`config.mk`:
```
export PLATFORM = sky130hd
export DESIGN_NAME = menu_video_timing_flat
export DESIGN_NICKNAME = d
export VERILOG_FILES = /design/src/rtl/menu_video_timing_if.sv /design/src/rtl/menu_video_timing.sv /design/src/flat_wrapper.sv
export SDC_FILE = /design/constraint.sdc
export NUM_CORES = 1
export LEC_CHECK = 0
export CAP_MARGIN = 0
export CORE_MARGIN = 2
export CORE_UTILIZATION = 55
export CTS_CLUSTER_DIAMETER = 150
export CTS_CLUSTER_SIZE = 30
export DETAILED_ROUTE_END_ITERATION = 12
export PLACE_DENSITY = 0.87
export SKIP_LAST_GASP = 1
export SYNTH_ARGS = -nofsm -noshare
export SYNTH_HDL_FRONTEND = slang
export SYNTH_SLANG_ARGS = --single-unit
```
`constraint.sdc`:
```
create_clock -name clk -period 5.1 [get_ports clk]
set_clock_uncertainty 0.15 [all_clocks]
set_input_delay 0.765 -clock clk [delete_from_list [all_inputs] [get_ports clk]]
set_output_delay 0.765 -clock clk [all_outputs]
set_load 0.1 [all_outputs]
```
`src/rtl/menu_video_timing_if.sv`:
```
// Raster timing bundle between the menu video timing generator and its consumers.
// master = timing generator, slave = shading stage / video output.
interface menu_video_timing_if;
  logic       pal;
  logic       scandbl;
  logic       ce_pix;
  logic [9:0] hc;
  logic [9:0] vc;
  logic [9:0] vline;
  logic [9:0] frame_ofs;
  logic       hblank;
  logic       vblank;
  logic       hsync;
  logic       vsync;
  logic       de;
  logic       frame_start;
  logic       mode_pal;
  logic       mode_sd;

  modport master (
    input  pal, scandbl,
    output ce_pix, hc, vc, vline, frame_ofs,
           hblank, vblank, hsync, vsync, de, frame_start, mode_pal, mode_sd
  );

  modport slave (
    output pal, scandbl,
    input  ce_pix, hc, vc, vline, frame_ofs,
           hblank, vblank, hsync, vsync, de, frame_start, mode_pal, mode_sd
  );
endinterface

```
`src/rtl/menu_video_timing.sv`:
```
// Raster timing generator for the menu video path: pixel enable, h/v counters,
// registered blank/sync flags and a per-frame scroll offset; mode changes only at frame wrap.
module menu_video_timing #(
  parameter int H_LAST    = 637,
  parameter int HBL_START = 529,
  parameter int HS_START  = 544,
  parameter int HS_END    = 590,
  parameter int OFS_STEP  = 6
) (
  input logic                 clk,
  input logic                 reset,
  menu_video_timing_if.master vt
);

  localparam logic [9:0] H_LAST_C    = 10'(H_LAST);
  localparam logic [9:0] HBL_START_C = 10'(HBL_START);
  localparam logic [9:0] HS_START_C  = 10'(HS_START);
  localparam logic [9:0] HS_END_C    = 10'(HS_END);
  localparam logic [9:0] OFS_STEP_C  = 10'(OFS_STEP);

  logic       ce_pix_q;
  logic [9:0] hc_q;
  logic [9:0] vc_q;
  logic [9:0] frame_ofs_q;
  logic       hblank_q;
  logic       vblank_q;
  logic       hsync_q;
  logic       vsync_q;
  logic       frame_start_q;
  logic       mode_pal_q;
  logic       mode_sd_q;

  logic [9:0] v_last;
  logic [9:0] vbl_set;
  logic [9:0] vs_set;
  logic [9:0] vs_clr;
  logic       h_wrap;
  logic       v_wrap;

  // Vertical geometry comes from the latched mode, so a frame keeps its thresholds to the end
  always_comb begin
    v_last  = 10'd261;
    vbl_set = 10'd240;
    vs_set  = 10'd245;
    vs_clr  = 10'd248;
    unique case ({mode_pal_q, mode_sd_q})
      2'b00: begin v_last = 10'd261; vbl_set = 10'd240; vs_set = 10'd245; vs_clr = 10'd248; end
      2'b01: begin v_last = 10'd523; vbl_set = 10'd480; vs_set = 10'd490; vs_clr = 10'd496; end
      2'b10: begin v_last = 10'd311; vbl_set = 10'd300; vs_set = 10'd304; vs_clr = 10'd308; end
      2'b11: begin v_last = 10'd623; vbl_set = 10'd601; vs_set = 10'd609; vs_clr = 10'd617; end
    endcase
  end

  assign h_wrap = ce_pix_q && (hc_q == H_LAST_C);
  assign v_wrap = h_wrap && (vc_q == v_last);

  always_ff @(posedge clk) begin
    if (reset) begin
      ce_pix_q      <= 1'b0;
      hc_q          <= '0;
      vc_q          <= '0;
      frame_ofs_q   <= '0;
      hblank_q      <= 1'b0;
      vblank_q      <= 1'b0;
      hsync_q       <= 1'b0;
      vsync_q       <= 1'b0;
      frame_start_q <= 1'b0;
      mode_pal_q    <= vt.pal;
      mode_sd_q     <= vt.scandbl;
    end else begin
      ce_pix_q      <= mode_sd_q ? 1'b1 : ~ce_pix_q;
      frame_start_q <= v_wrap;

      if (ce_pix_q) hc_q <= h_wrap ? 10'd0 : hc_q + 10'd1;
      if (h_wrap)   vc_q <= v_wrap ? 10'd0 : vc_q + 10'd1;

      if (v_wrap) begin
        frame_ofs_q <= frame_ofs_q + OFS_STEP_C;
        mode_pal_q  <= vt.pal;
        mode_sd_q   <= vt.scandbl;
      end

      // Horizontal flags run every clk; in 1-in-2 mode they simply re-evaluate the same count
      if (hc_q == HBL_START_C)  hblank_q <= 1'b1;
      else if (hc_q == 10'd0)   hblank_q <= 1'b0;

      if (hc_q == HS_START_C)   hsync_q <= 1'b1;
      else if (hc_q == HS_END_C) hsync_q <= 1'b0;

      if (hc_q == HS_START_C) begin
        if (vc_q == vbl_set)    vblank_q <= 1'b1;
        else if (vc_q == 10'd0) vblank_q <= 1'b0;
        if (vc_q == vs_set)      vsync_q <= 1'b1;
        else if (vc_q == vs_clr) vsync_q <= 1'b0;
      end
    end
  end

  assign vt.ce_pix      = ce_pix_q;
  assign vt.hc          = hc_q;
  assign vt.vc          = vc_q;
  assign vt.vline       = mode_sd_q ? {1'b0, vc_q[9:1]} : vc_q;
  assign vt.frame_ofs   = frame_ofs_q;
  assign vt.hblank      = hblank_q;
  assign vt.vblank      = vblank_q;
  assign vt.hsync       = hsync_q;
  assign vt.vsync       = vsync_q;
  assign vt.de          = ~(hblank_q | vblank_q);
  assign vt.frame_start = frame_start_q;
  assign vt.mode_pal    = mode_pal_q;
  assign vt.mode_sd     = mode_sd_q;

endmodule
```
`src/flat_wrapper.sv`:
```
// flat-port wrapper written by rule: the top's interface ports become plain ports
module menu_video_timing_flat 
#(
  parameter int H_LAST    = 637,
  parameter int HBL_START = 529,
  parameter int HS_START  = 544,
  parameter int HS_END    = 590,
  parameter int OFS_STEP  = 6
)
  (clk, reset, vt_pal, vt_scandbl, vt_ce_pix, vt_hc, vt_vc, vt_vline, vt_frame_ofs, vt_hblank, vt_vblank, vt_hsync, vt_vsync, vt_de, vt_frame_start, vt_mode_pal, vt_mode_sd);
  menu_video_timing_if vt_i ();
  input logic clk;
  input logic reset;
  input wire logic [$bits(vt_i.pal)-1:0] vt_pal;
  input wire logic [$bits(vt_i.scandbl)-1:0] vt_scandbl;
  output wire logic [$bits(vt_i.ce_pix)-1:0] vt_ce_pix;
  output wire logic [$bits(vt_i.hc)-1:0] vt_hc;
  output wire logic [$bits(vt_i.vc)-1:0] vt_vc;
  output wire logic [$bits(vt_i.vline)-1:0] vt_vline;
  output wire logic [$bits(vt_i.frame_ofs)-1:0] vt_frame_ofs;
  output wire logic [$bits(vt_i.hblank)-1:0] vt_hblank;
  output wire logic [$bits(vt_i.vblank)-1:0] vt_vblank;
  output wire logic [$bits(vt_i.hsync)-1:0] vt_hsync;
  output wire logic [$bits(vt_i.vsync)-1:0] vt_vsync;
  output wire logic [$bits(vt_i.de)-1:0] vt_de;
  output wire logic [$bits(vt_i.frame_start)-1:0] vt_frame_start;
  output wire logic [$bits(vt_i.mode_pal)-1:0] vt_mode_pal;
  output wire logic [$bits(vt_i.mode_sd)-1:0] vt_mode_sd;
  assign vt_i.pal = vt_pal;
  assign vt_i.scandbl = vt_scandbl;
  assign vt_ce_pix = vt_i.ce_pix;
  assign vt_hc = vt_i.hc;
  assign vt_vc = vt_i.vc;
  assign vt_vline = vt_i.vline;
  assign vt_frame_ofs = vt_i.frame_ofs;
  assign vt_hblank = vt_i.hblank;
  assign vt_vblank = vt_i.vblank;
  assign vt_hsync = vt_i.hsync;
  assign vt_vsync = vt_i.vsync;
  assign vt_de = vt_i.de;
  assign vt_frame_start = vt_i.frame_start;
  assign vt_mode_pal = vt_i.mode_pal;
  assign vt_mode_sd = vt_i.mode_sd;
  menu_video_timing #(.H_LAST(H_LAST), .HBL_START(HBL_START), .HS_START(HS_START), .HS_END(HS_END), .OFS_STEP(OFS_STEP)) u_core (.clk(clk), .reset(reset), .vt(vt_i));
endmodule
```
# --- After elaboration in Yosys (flattened, before gate mapping) ---
# Cells that the tools add are included.
classes:
  addsub: 3
  n_eq_ne: 11
  mux: 20
  bitwise_logic: 3
  n_reduce_logical: 12
op_table:
  columns: ["cell", "n"]
  rows:
  - ["10-bit case mux with 4 select lines", 4]
  - ["10-bit equality test", 4]
  - ["10-bit equality test, second input constant", 4]
  - ["10-bit 2-to-1 mux", 3]
  - ["10-bit by 1-bit adder with 10-bit output, second input constant", 2]
  - ["10-bit logical NOT", 2]
  - ["1-bit 2-to-1 mux", 13]
  - ["10-bit by 3-bit adder with 10-bit output, second input constant", 1]
  - ["2-bit nonzero test", 5]
  - ["2-bit equality test, second input constant", 2]
  - ["2-bit AND reduction", 2]
  - ["2-bit by 1-bit equality test with 1-bit output, second input constant", 1]
  - ["1-bit logical AND", 2]
  - ["2-bit logical NOT", 1]
  - ["1-bit inverter", 2]
  - ["1-bit OR", 1]
totals:
  reg_bits: 38
  out_inout_bits: 49
  word_cells: 60

# --- Depth between registers and ports, before layout ---
# Gate-level depths: netlist of run 1.
depth:
  depth_word: 6
  ltp_mapped: 11
  ltp_nobuf: 7

# --- Worst setup path before layout of run 1 ---
# No wires, ideal clock.
synth_path:
  path_kind: "reg2out"
  start: "register u_core.vc_q[0] (netlist: u_core.vt.vc[0])"
  end: "output vt_vline[0]"
  arrival_time_ns: 3.464
  slack_ns: 0.721
  stages_incl_launch_ff: 4
  path_buffers: 1
  path_cell_list: "dfxtp_1 clkbuf_1 inv_1 o21ai_0"
synth_via:
  elab_chain_len: 1
synth_lines:
  columns: ["element", "line", "rtl"]
  rows:
  - ["start, declared", "menu_video_timing.sv:23", "logic [9:0] vc_q;"]
  - ["start signal, assigned", "menu_video_timing.sv:75", "if (h_wrap) vc_q <= v_wrap ? 10'd0 : vc_q + 10'd1;"]
  - ["10-bit 2-to-1 mux", "menu_video_timing.sv:102", "assign vt.vline = mode_sd_q ? {1'b0, vc_q[9:1]} : vc_q;"]
  - ["end, declared", "flat_wrapper.sv:19", "output wire logic [$bits(vt_i.vline)-1:0] vt_vline;"]
# No other way between the ends.

# --- Worst setup path in the final report of run 1 ---
layout_path:
  start: "register u_core.mode_sd_q (netlist: u_core.vt.mode_sd)"
  end: "register u_core.frame_ofs_q[7] (netlist: u_core.vt.frame_ofs[7])"
layout_via:
  elab_chain_len: 4
  word_cells_on_any_way: 7
  classes_between: "eq/ne (4); mux (1); reduce/logical (2)"
layout_lines:
  columns: ["element", "line", "rtl"]
  rows:
  - ["start, declared", "menu_video_timing.sv:31", "logic mode_sd_q;"]
  - ["start signal, assigned", "menu_video_timing.sv:69", "mode_sd_q <= vt.scandbl;"]
  - ["start signal, assigned", "menu_video_timing.sv:80", "mode_sd_q <= vt.scandbl;"]
  - ["2-bit equality test (tied with other cells)", "menu_video_timing.sv:46", "unique case ({mode_pal_q, mode_sd_q})"]
  - ["10-bit case mux with 4 select lines (*)", "menu_video_timing.sv:46", null]
  - ["10-bit equality test (*)", "menu_video_timing.sv:55", "assign v_wrap = h_wrap && (vc_q == v_last);"]
  - ["1-bit logical AND (*)", "menu_video_timing.sv:55", null]
  - ["end signal, assigned", "menu_video_timing.sv:78", "frame_ofs_q <= frame_ofs_q + OFS_STEP_C;"]
  - ["end, declared", "menu_video_timing.sv:24", "logic [9:0] frame_ofs_q;"]
# Mark *: on every way between the ends. The rest lies on a longest branch, timed or not. The select of a mux whose other input is x is not followed.
# A chain may end at the register's enable or synchronous reset.

==> results of run 1 <==
## cells in the mapped netlist, types with 2 or more instances
cell type,count
a21oi_1,20
and3_1,2
buf_2,8
buf_4,3
buf_6,2
clkbuf_1,11
dfxtp_1,35
edfxtp_1,2
ha_1,14
inv_1,11
mux2_2,7
mux2i_1,2
nand2_1,22
nand2b_1,2
nand3_1,15
nand3b_1,5
nand4_1,7
nand4b_1,5
nor2_1,13
nor3_1,12
nor4_1,7
nor4b_1,2
o211ai_1,4
o21ai_0,14
o31ai_1,2
o41ai_1,2
or2_2,2
or3_1,8
or3b_1,2
or4_1,5
or4b_1,2
xnor2_1,11
xor2_1,14
## layout by cell type, fill, tap and decap left out, types with 4 or more instances in the layout
cell type / n
a21oi_1: 20
o211ai_1: 4
nor4_1: 7
inv_1: 11
nor3_1: 12
nor2_1: 13
clkbuf_8: 5
nand2_1: 22
nand4_1: 7
nand3b_1: 5
nand3_1: 15
or4_1: 5
ha_1: 14
xnor2_1: 11
xor2_1: 14
mux2_2: 7
dfxtp_1: 35
or3_1: 8
clkdlybuf4s50_1: 51
o21ai_0: 14
nand4b_1: 5
## path summary, 6_finish.rpt
check | startpoint | endpoint | cells after the start
min reg2reg | u_core.vt.frame_ofs[9] | u_core.vt.frame_ofs[9] | 2
max | u_core.vt.mode_sd | u_core.vt.frame_ofs[7] | 7
max reg2reg | u_core.vt.mode_sd | u_core.vt.frame_ofs[7] | 7
min | u_core.vt.frame_ofs[9] | u_core.vt.frame_ofs[9] | 2
## through the flow
step / cell area (sq um) / power [mW] / util (%) / setup slack [ps]
5_1_grt: 2960 / 0.665 / 68.9 / 1380
3_5_place_dp: 2870 / 0.448 / 66.9 / 1710
2_1_floorplan: 2410 / 0.423 / - / 721
3_3_place_gp: 2870 / 0.445 / 66.9 / 1870
6_report: 2960 / 0.644 / 68.9 / 1620
4_1_cts: 2960 / 0.646 / 68.9 / 1630
## report_power, final
group / leakage, nW / total (mW) / switching (mW) / internal, mW
clock network: 0.0439 / 0.202 / 0.107 / 0.0943
registers: 0.303 / 0.312 / 0.0151 / 0.297
logic: 0.673 / 0.131 / 0.0938 / 0.0370
## metal layers
metal	vias up	part of all wire (%)
li1	1103	-
met1	1106	41
met2	123	49
met3	17	7.5
met4	0	2.1
met5	-	0
## cell families (layout without fill, tap and decap cells)
group,after synthesis,after routing,share of synthesized area [%]
muxes,9,9,4.10
DFF,37,37,31.6
and+or+nand+nor,119,119,28.5
adders and majority gates,14,14,7.27
other,1,1,0.156
xor gates and xnor gates,25,25,9.09
AOI/OAI and AO/OA,49,49,12.3
buffers and inverters,35,72,6.96
## cell type report
cell class,count,area share (%)
multi-input cells,217,50.0
flip-flops and latches,37,25.7
repair buffers,53,17.8
clock buffers,5,2.33
well taps,52,2.20
inverters,11,1.40
clock inverters,3,0.592
## tightest hold or removal path, cell delays in order, from the launching register on
cell and delay [ps]:
dfxtp_1 320, o21ai_0 70, a21oi_1 60
==> summary.md, run 1 <==
| Metric | Value |
|---|---|
| Status | completed |
| Area taken by multi-input logic gates | 1480 sq um |
| Relative slew slack | 32.0% |
| Max-Cap Viols | 0 |
| FF+latch area | 761 sq um |
| Clock Latency Late Sink | 290 ps |
| GR Util met3 | 5.05% |
| Slew Viols, Final | 0 |
| GRT busiest layer | met2 |
| Drt first pass iters | 5 |
| Antenna cells | 0 |
| Top cell type's share of synthesized area | 29.1% |
| Mapped Nets | 307 |
| Netlist cell types | 49 |
| DIE HEIGHT | 70.2 um |
| Async set-reset flop share out of synthesis | 0% |
| Synth area leader | dfxtp_1 |
| Final setup fails | 0 |
| Register area share after synthesis | 31.6% |
| PwrDens | 218 nW/um^2 |
| Sum Neg Setup Slack | 0 ps |
| Layout cells sized above 1 | 7.67% |
| Met2 Usage GRT | 40.3% |
| Grt ovf | 0 |
| Initial Util | 56.1% |
| Clock root cell | clkbuf_8 |
| GRT Overall Usage | 24.6% |
| CTS Hold Bufs | 0 |
| Fin nets | 343 |
| # fillers | 365 |
| Crit path buf inv count | 1 |
| Primary FF master, synth | dfxtp_1 |
| Drt total wl | 6.00 mm |
| Crit-path slowest cell | edfxtp_1 |
| H-tree depth | 2 |
| Met1 GRT Util | 32.1% |
| Yosys reg bits | 37 |
| Worst min-delay path class | reg -> reg |
| Port-buffer cells | 51 |
| VDD IR-drop max | 0.000168 V |
| Resized cells post-CTS | 0 |
| DRT iter0 DRCs | 238 |
| Largest fanout on the critical path | 19 |
| Global-route wire length before repair | 9.89 mm |
| Layout area overhead | 22.9% |
| Arr. time, crit path | 3560 ps |
| Reg clk slew, reported paths | 80 ps |
| Total number of vias | 2349 |
| Final hold violations | 0 |
| Postcts setup bufs | 0 |
| Dpl hpwl | 4.13 mm |
| Cell family with most CP delay | simple AND/OR/NAND/NOR gates |
| Worst-Margin Slew | 1010 ps |
| Clock Sinks | 37 |
| Average vias per placed instance | 6.21 |
| CORE AREA | 4290 sq um |
| Max incr delay on CP | 780 ps |
| Flop-to-flop setup slack | 1620 ps |
| # IOs | 53 |
| Worst Setup Start Kind | flop |
| Non-filler cells, final | 378 |
| Minimum hold slack | 344 ps |
| Post-Syn Area per Cell | 8.33 sq um |
| RSZ-0062 raised after global routing | no |
| Mapped Area | 2410 sq um |
| Post-synth EDFFs | 2 |
| Cell breakdown of the critical path | inv_1 -> ha_1 -> xor2_1 -> nor3_1 -> nand4_2 -> or4b_1 -> a21oi_1 |
| Fmax | 0.287 GHz |
| DRC viols | 0 |
| Synth area leaders | dfxtp_1 29%, ha_1 7.3%, xor2_1 5.1% |
| Full die area | 4920 sq um |
| Vias in the first global route | 2141 |
| Placer Congestion | 0.837 |
| TritonCTS clock tree | done |
| Row count | 24 |
| Dpl cells | 370 |
| TritonCTS buffer count | 5 |
| Fin crit share | 68.3% |
| Antenna violations before repair | 0 |
| Crit path kind | reg -> reg |
| Leakage power | 1.02 nW |
| Routed wire per std cell | 15.9 um |
| Routed Antenna Nets | 0 |
| Gate Count Post-Synth | 289 |
| Die span in x | 70.2 um |
| Required time worst endpoint | 5170 ps |
| Synth warn | 0 |
| Final min period | 3480 ps |
| Maximum clock insertion buffer count | 2 |
| Largest net degree at the start of global routing | 39 |
| Worst Setup End Kind | flop |
(Power assumes the default switching activity.)
==> inputs of run 2 (changes only) <==
CORE_UTILIZATION = 46   (was 55)
PLACE_DENSITY = 0.78   (was 0.87)
clock period = 3.2 ns   (was 5.1 ns; I/O delays follow)
==> run 2 against run 1 <==
Largest power group unchanged. Via count is 3.8% lower. Design area shrank 0.34%. Critical path type unchanged. Fmax rose by 27%. Sequential share of layout area rose by 0.087 points. Clock-buffer cell count stayed put. Clock power is 55% higher. Die area up 18%. Largest cell class unchanged.
==> summary.md, run 2 (synthesized netlist as in run 1, its figures left out) <==
| Metric | Value |
|---|---|
| VDD IR-drop max | 0.000262 V (was 0.000168 V) |
| Layout cells sized above 1 | 25.0% (was 7.67%) |
| Largest fanout on the critical path | 19 (unchanged) |
| Final setup fails | 0 (unchanged) |
| Final hold violations | 0 (unchanged) |
| Dpl cells | 394 (was 370) |
| Fin crit share | 85.8% (was 68.3%) |
| Worst Setup End Kind | flop (unchanged) |
| Arr. time, crit path | 2810 ps (was 3560 ps) |
| Commonest cells after routing, fill and taps aside | 56 x buf_4, 35 x dfxtp_1, 22 x nand2_1 (was 51 x clkdlybuf4s50_1, 35 x dfxtp_1, 22 x nand2_1) |
| Crit path kind | reg -> reg (unchanged) |
| Vias in the first global route | 2086 (was 2141) |
| Post-layout util | 58.1% (was 68.9%) |
| Reg2Reg Launch Point | u_core.vt.mode_sd (unchanged) |
| Worst Reg-to-Reg Cells | 7 (unchanged) |
| Routed Antenna Nets | 0 (unchanged) |
| Row count | 26 (was 24) |
| H-tree depth | 2 (unchanged) |
| Worst Setup SP | u_core.vt.mode_sd (unchanged) |
| Worst-Margin Slew | 734 ps (was 1010 ps) |
| TritonCTS buffer count | 5 (unchanged) |
| Routed wire per std cell | 15.0 um (was 15.9 um) |
| Worst min-delay path class | reg -> reg (unchanged) |
| Fin nets | 349 (was 343) |
| Non-filler cells, final | 402 (was 378) |
| Dpl hpwl | 4.42 mm (was 4.13 mm) |
| Max-Cap Viols | 0 (unchanged) |
| Average vias per placed instance | 5.62 (was 6.21) |
| Relative slew slack | 50.9% (was 32.0%) |
| DRC viols | 0 (unchanged) |
| Sum Neg Setup Slack | 0 ps (unchanged) |
| Minimum hold slack | 338 ps (was 344 ps) |
| Clock Sinks | 37 (unchanged) |
| Grt ovf | 0 (unchanged) |
| Layout area overhead | 22.4% (was 22.9%) |
| Worst Setup Start Kind | flop (unchanged) |
| Fmax | 0.364 GHz (was 0.287 GHz) |
| GRT Overall Usage | 21.4% (was 24.6%) |
| Placer Congestion | 0.900 (was 0.837) |
| # fillers | 478 (was 365) |
| Cells on Worst Hold Path | 2 (unchanged) |
| Antenna cells | 0 (unchanged) |
| Full die area | 5830 sq um (was 4920 sq um) |
| TritonCTS clock tree | done (unchanged) |
| CORE AREA | 5070 sq um (was 4290 sq um) |
| Port-buffer cells | 51 (unchanged) |
| PwrDens | 349 nW/um^2 (was 218 nW/um^2) |
| DRT iter0 DRCs | 254 (was 238) |
| Initial Util | 47.5% (was 56.1%) |
| Postcts setup bufs | 0 (unchanged) |
| Global-route wire length before repair | 10.3 mm (was 9.89 mm) |
| Final min period | 2740 ps (was 3480 ps) |
| DIE HEIGHT | 76.4 um (was 70.2 um) |
| Slew Viols, Final | 0 (unchanged) |
| Leakage power | 1.14 nW (was 1.02 nW) |
| Clock root cell | clkbuf_8 (unchanged) |
| Status | completed (unchanged) |
| Total number of vias | 2259 (was 2349) |
| Hold path startpoint | u_core.vt.hsync (was u_core.vt.frame_ofs[9]) |
| Drt first pass iters | 5 (unchanged) |
| # IOs | 53 (unchanged) |
| Largest net degree at the start of global routing | 22 (was 39) |
| Resized cells post-CTS | 0 (unchanged) |
| Reg clk slew, reported paths | 80 ps (about the same) |
| CTS Hold Bufs | 0 (unchanged) |
| Antenna violations before repair | 0 (unchanged) |
| RSZ-0062 raised after global routing | no (unchanged) |
| Commonest non-fill, non-tap cell in the layout | buf_4 (was clkdlybuf4s50_1) |
| Clock Latency Late Sink | 290 ps (about the same) |
| Drt total wl | 6.05 mm (was 6.00 mm) |
| Maximum clock insertion buffer count | 2 (unchanged) |
| Die span in x | 76.4 um (was 70.2 um) |
| Required time worst endpoint | 3260 ps (was 5170 ps) |
## run 2: power by group
part	switching [mW]	internal, mW
Sequential	0.0212	0.473
Clock	0.162	0.150
Combinational	0.160	0.0609
## run 2: path summary, 6_finish.rpt
| path | endpoint | slack (ps) |
|---|---|---|
| setup reg to reg | u_core.vt.frame_ofs[7] | 460 |
| hold reg to reg | u_core.vt.hsync | 340 |
| hold / removal | u_core.vt.hsync | 340 |
| setup / recovery | u_core.vt.frame_ofs[7] | 460 |
## run 2: worst max-delay path, cell delays in order (launching register included)
cell and delay (ps):
edfxtp_1 500, buf_4 250, ha_1 230, xnor2_1 150
a211oi_2 280, nand4_2 380, or4b_1 610, a21oi_1 130
## run 2: layout make-up
| type | instances | area (sq um) | area share, % |
|---|---|---|---|
| clock inverters | 3 | 17.5 | 0.594 |
| clock buffers | 5 | 68.8 | 2.33 |
| repair buffers | 59 | 450 | 15.3 |
| inverters | 11 | 48.8 | 1.65 |
| well taps | 70 | 87.6 | 2.97 |
| flip-flops and latches | 37 | 761 | 25.8 |
| multi-input cells | 217 | 1520 | 51.4 |
## run 2: metal layers
| layer | GRT usage, % | share of wire [%] | vias up |
|---|---|---|---|
| met5 | 0 | 0 | - |
| li1 | - | - | 1117 |
| met4 | 7.09 | 1.6 | 0 |
| met2 | 35.0 | 47 | 80 |
| met3 | 3.67 | 6.1 | 10 |
| met1 | 28.7 | 45 | 1052 |
## run 2: through the flow
step	instance area (sq um)	worst slack [ps]	power (mW)
after floorplan	2480	-155	0.685
after global placement	2860	562	0.720
after detailed placement	2860	472	0.726
after CTS	2950	452	1.04
after global routing	2950	279	1.07
final	2950	455	1.03
==> inputs of run 3 (changes only) <==
CORE_MARGIN = 5   (was 2)
==> run 3 against run 2 <==
Worst setup slack lost 3.1 ps. Largest power group unchanged. First-iteration DRC count shrank 18%. Total power grew 0.16%. Utilization shrank 0.22 points. Hold slack lost 9.4 ps.
==> summary.md, run 3 (synthesized netlist as in run 1, its figures left out) <==
| Metric | Value |
|---|---|
| Layout cells sized above 1 | 25.2% (was 25.0%) |
| Worst-Margin Slew | 728 ps (was 734 ps) |
| Vias in the first global route | 2047 (was 2086) |
| Clock Sinks | 37 (unchanged) |
| Full die area | 6780 sq um (was 5830 sq um) |
| Fmax | 0.364 GHz (about the same) |
| Relative slew slack | 51.3% (was 50.9%) |
| Resized cells post-CTS | 0 (unchanged) |
| Drt first pass iters | 4 (was 5) |
| Largest fanout on the critical path | 12 (was 19) |
| Switching part of the total | 33.6% (was 33.4%) |
| Worst min-delay path class | reg -> reg (unchanged) |
| DIE HEIGHT | 82.4 um (was 76.4 um) |
| TritonCTS clock tree | done (unchanged) |
| H-tree depth | 2 (unchanged) |
| Routed wire per std cell | 14.9 um (was 15.0 um) |
| GRT Overall Usage | 18.6% (was 21.4%) |
| Min-Delay Endpoint | u_core.vt.hsync (unchanged) |
| DRT iter0 DRCs | 209 (was 254) |
| PwrDens | 348 nW/um^2 (was 349 nW/um^2) |
| DRC viols | 0 (unchanged) |
| Dpl hpwl | 4.38 mm (was 4.42 mm) |
| Reg2Reg Launch Point | u_core.vt.mode_sd (unchanged) |
| Clock Latency Late Sink | 280 ps (was 290 ps) |
| Antenna violations before repair | 0 (unchanged) |
| Placer Congestion | 0.857 (was 0.900) |
| Average vias per placed instance | 5.62 (about the same) |
| Routed Antenna Nets | 0 (unchanged) |
| Die span in x | 82.4 um (was 76.4 um) |
| Dpl cells | 395 (was 394) |
| Row count | 26 (unchanged) |
| Fin nets | 350 (was 349) |
| Combinational fraction of design power | 21.3% (was 21.5%) |
| Reg clk slew, reported paths | 70 ps (was 80 ps) |
| Antenna cells | 0 (unchanged) |
| Crit path kind | reg -> reg (unchanged) |
| Int Pwr | 0.684 mW (about the same) |
| Clock root cell | clkbuf_8 (unchanged) |
| Commonest cells after routing, fill and taps aside | 57 x buf_4, 35 x dfxtp_1, 22 x nand2_1 (was 56 x buf_4, 35 x dfxtp_1, 22 x nand2_1) |
| Final hold violations | 0 (unchanged) |
| Worst Setup Start Kind | flop (unchanged) |
| Initial Util | 47.2% (was 47.5%) |
| Final setup fails | 0 (unchanged) |
| Leakage power | 1.15 nW (was 1.14 nW) |
| Largest net degree at the start of global routing | 22 (unchanged) |
| Final min period | 2750 ps (was 2740 ps) |
| Fin crit share | 85.9% (was 85.8%) |
| Grt ovf | 0 (unchanged) |
| Maximum clock insertion buffer count | 2 (unchanged) |
| Total power | 1.03 mW (about the same) |
| Reg2reg end | u_core.vt.frame_ofs[9] (was u_core.vt.frame_ofs[7]) |
| Slew Viols, Final | 0 (unchanged) |
| Postcts setup bufs | 0 (unchanged) |
| CORE AREA | 5110 sq um (was 5070 sq um) |
| Cells on Worst Hold Path | 2 (unchanged) |
| Max-Cap Viols | 0 (unchanged) |
| Worst Reg-to-Reg Cells | 7 (unchanged) |
| Flop-to-flop setup slack | 450 ps (was 460 ps) |
| Hold path startpoint | u_core.vt.hsync (unchanged) |
| Drt total wl | 5.99 mm (was 6.05 mm) |
| RSZ-0062 raised after global routing | no (unchanged) |
| Total number of vias | 2266 (was 2259) |
| Psw | 0.346 mW (was 0.344 mW) |
| # fillers | 483 (was 478) |
| Clock power share | 30.8% (was 30.4%) |
| Minimum hold slack | 329 ps (was 338 ps) |
| Global-route wire length before repair | 9.95 mm (was 10.3 mm) |
| # IOs | 53 (unchanged) |
| CTS Hold Bufs | 0 (unchanged) |
| Status | completed (unchanged) |
| Sequential power share | 47.9% (was 48.1%) |
| TritonCTS buffer count | 5 (unchanged) |
| Non-filler cells, final | 403 (was 402) |
| Commonest non-fill, non-tap cell in the layout | buf_4 (unchanged) |
| VDD IR-drop max | 0.000202 V (was 0.000262 V) |
| Worst Setup End Kind | flop (unchanged) |
| Layout area overhead | 22.8% (was 22.4%) |
| Arr. time, crit path | 2810 ps (about the same) |
| Required time worst endpoint | 3260 ps (about the same) |
| Port-buffer cells | 51 (unchanged) |
[run 3: cell types whose count changed in the layout (fill, tap and decap cells not counted), sizes merged]
cell	previous run	this run
buf	56	57
[run 3: cell type report]
type                    instances  area (sq um)  share of cell area, %
clock inverters                 3          17.5                  0.592
multi-input cells             217          1520                   51.2
repair buffers                 60           458                   15.5
flip-flops and latches         37           761                   25.7
well taps                      70          87.6                   2.96
clock buffers                   5          68.8                   2.33
inverters                      11          48.8                   1.65
[run 3: metrics by stage]
| stage | setup WS (ps) | utilization [%] | cell area [sq um] | setup TNS [ps] |
|---|---|---|---|---|
| 3_3_place_gp | 524 | 56.2 | 2870 | 0 |
| 3_5_place_dp | 474 | 56.2 | 2870 | 0 |
| 2_1_floorplan | -155 | - | 2480 | -571 |
| 4_1_cts | 443 | 57.9 | 2960 | 0 |
| 5_1_grt | 249 | 57.9 | 2960 | 0 |
| 6_report | 452 | 57.9 | 2960 | 0 |
[run 3: layer usage]
metal	wire length [um]	track usage, %	vias to the layer above
met1	2760	26.0	1065
met5	0	0	-
li1	-	-	1120
met4	112	6.81	0
met2	2770	28.1	69
met3	351	3.58	12
[run 3: worst max path at each step]
| stage | from | endpoint | slack [ps] | cells past startpoint |
|---|---|---|---|---|
| 4_1_cts | u_core.vt.mode_sd | u_core.vt.frame_ofs[9] | 440 | 7 |
| 3_5_place_dp | u_core.vt.mode_sd | u_core.vt.frame_ofs[7] | 470 | 6 |
| 2_1_floorplan | u_core.vt.mode_sd | u_core.vt.frame_ofs[7] | -160 | 10 |
| 3_3_place_gp | u_core.vt.mode_sd | u_core.vt.frame_ofs[7] | 520 | 6 |
| 6_report | u_core.vt.mode_sd | u_core.vt.frame_ofs[9] | 450 | 7 |
| 5_1_grt | u_core.vt.mode_sd | u_core.vt.frame_ofs[9] | 250 | 7 |
[run 3: worst max-delay path, cell delays in order, from the launching register on]
cell and delay [ps]:
edfxtp_1 490, ha_1 380, or3_4 420, a211oi_2 240, nand4_2 290, buf_4 270
or3_1 300, a21oi_1 140
[run 3: power by group through the flow]
stage	clock network, mW	logic [mW]	registers, mW
after floorplan	0	0.129	0.556
after global placement	0	0.217	0.503
after detailed placement	0	0.220	0.504
after CTS	0.328	0.220	0.493
after global routing	0.349	0.232	0.495
final	0.318	0.219	0.493
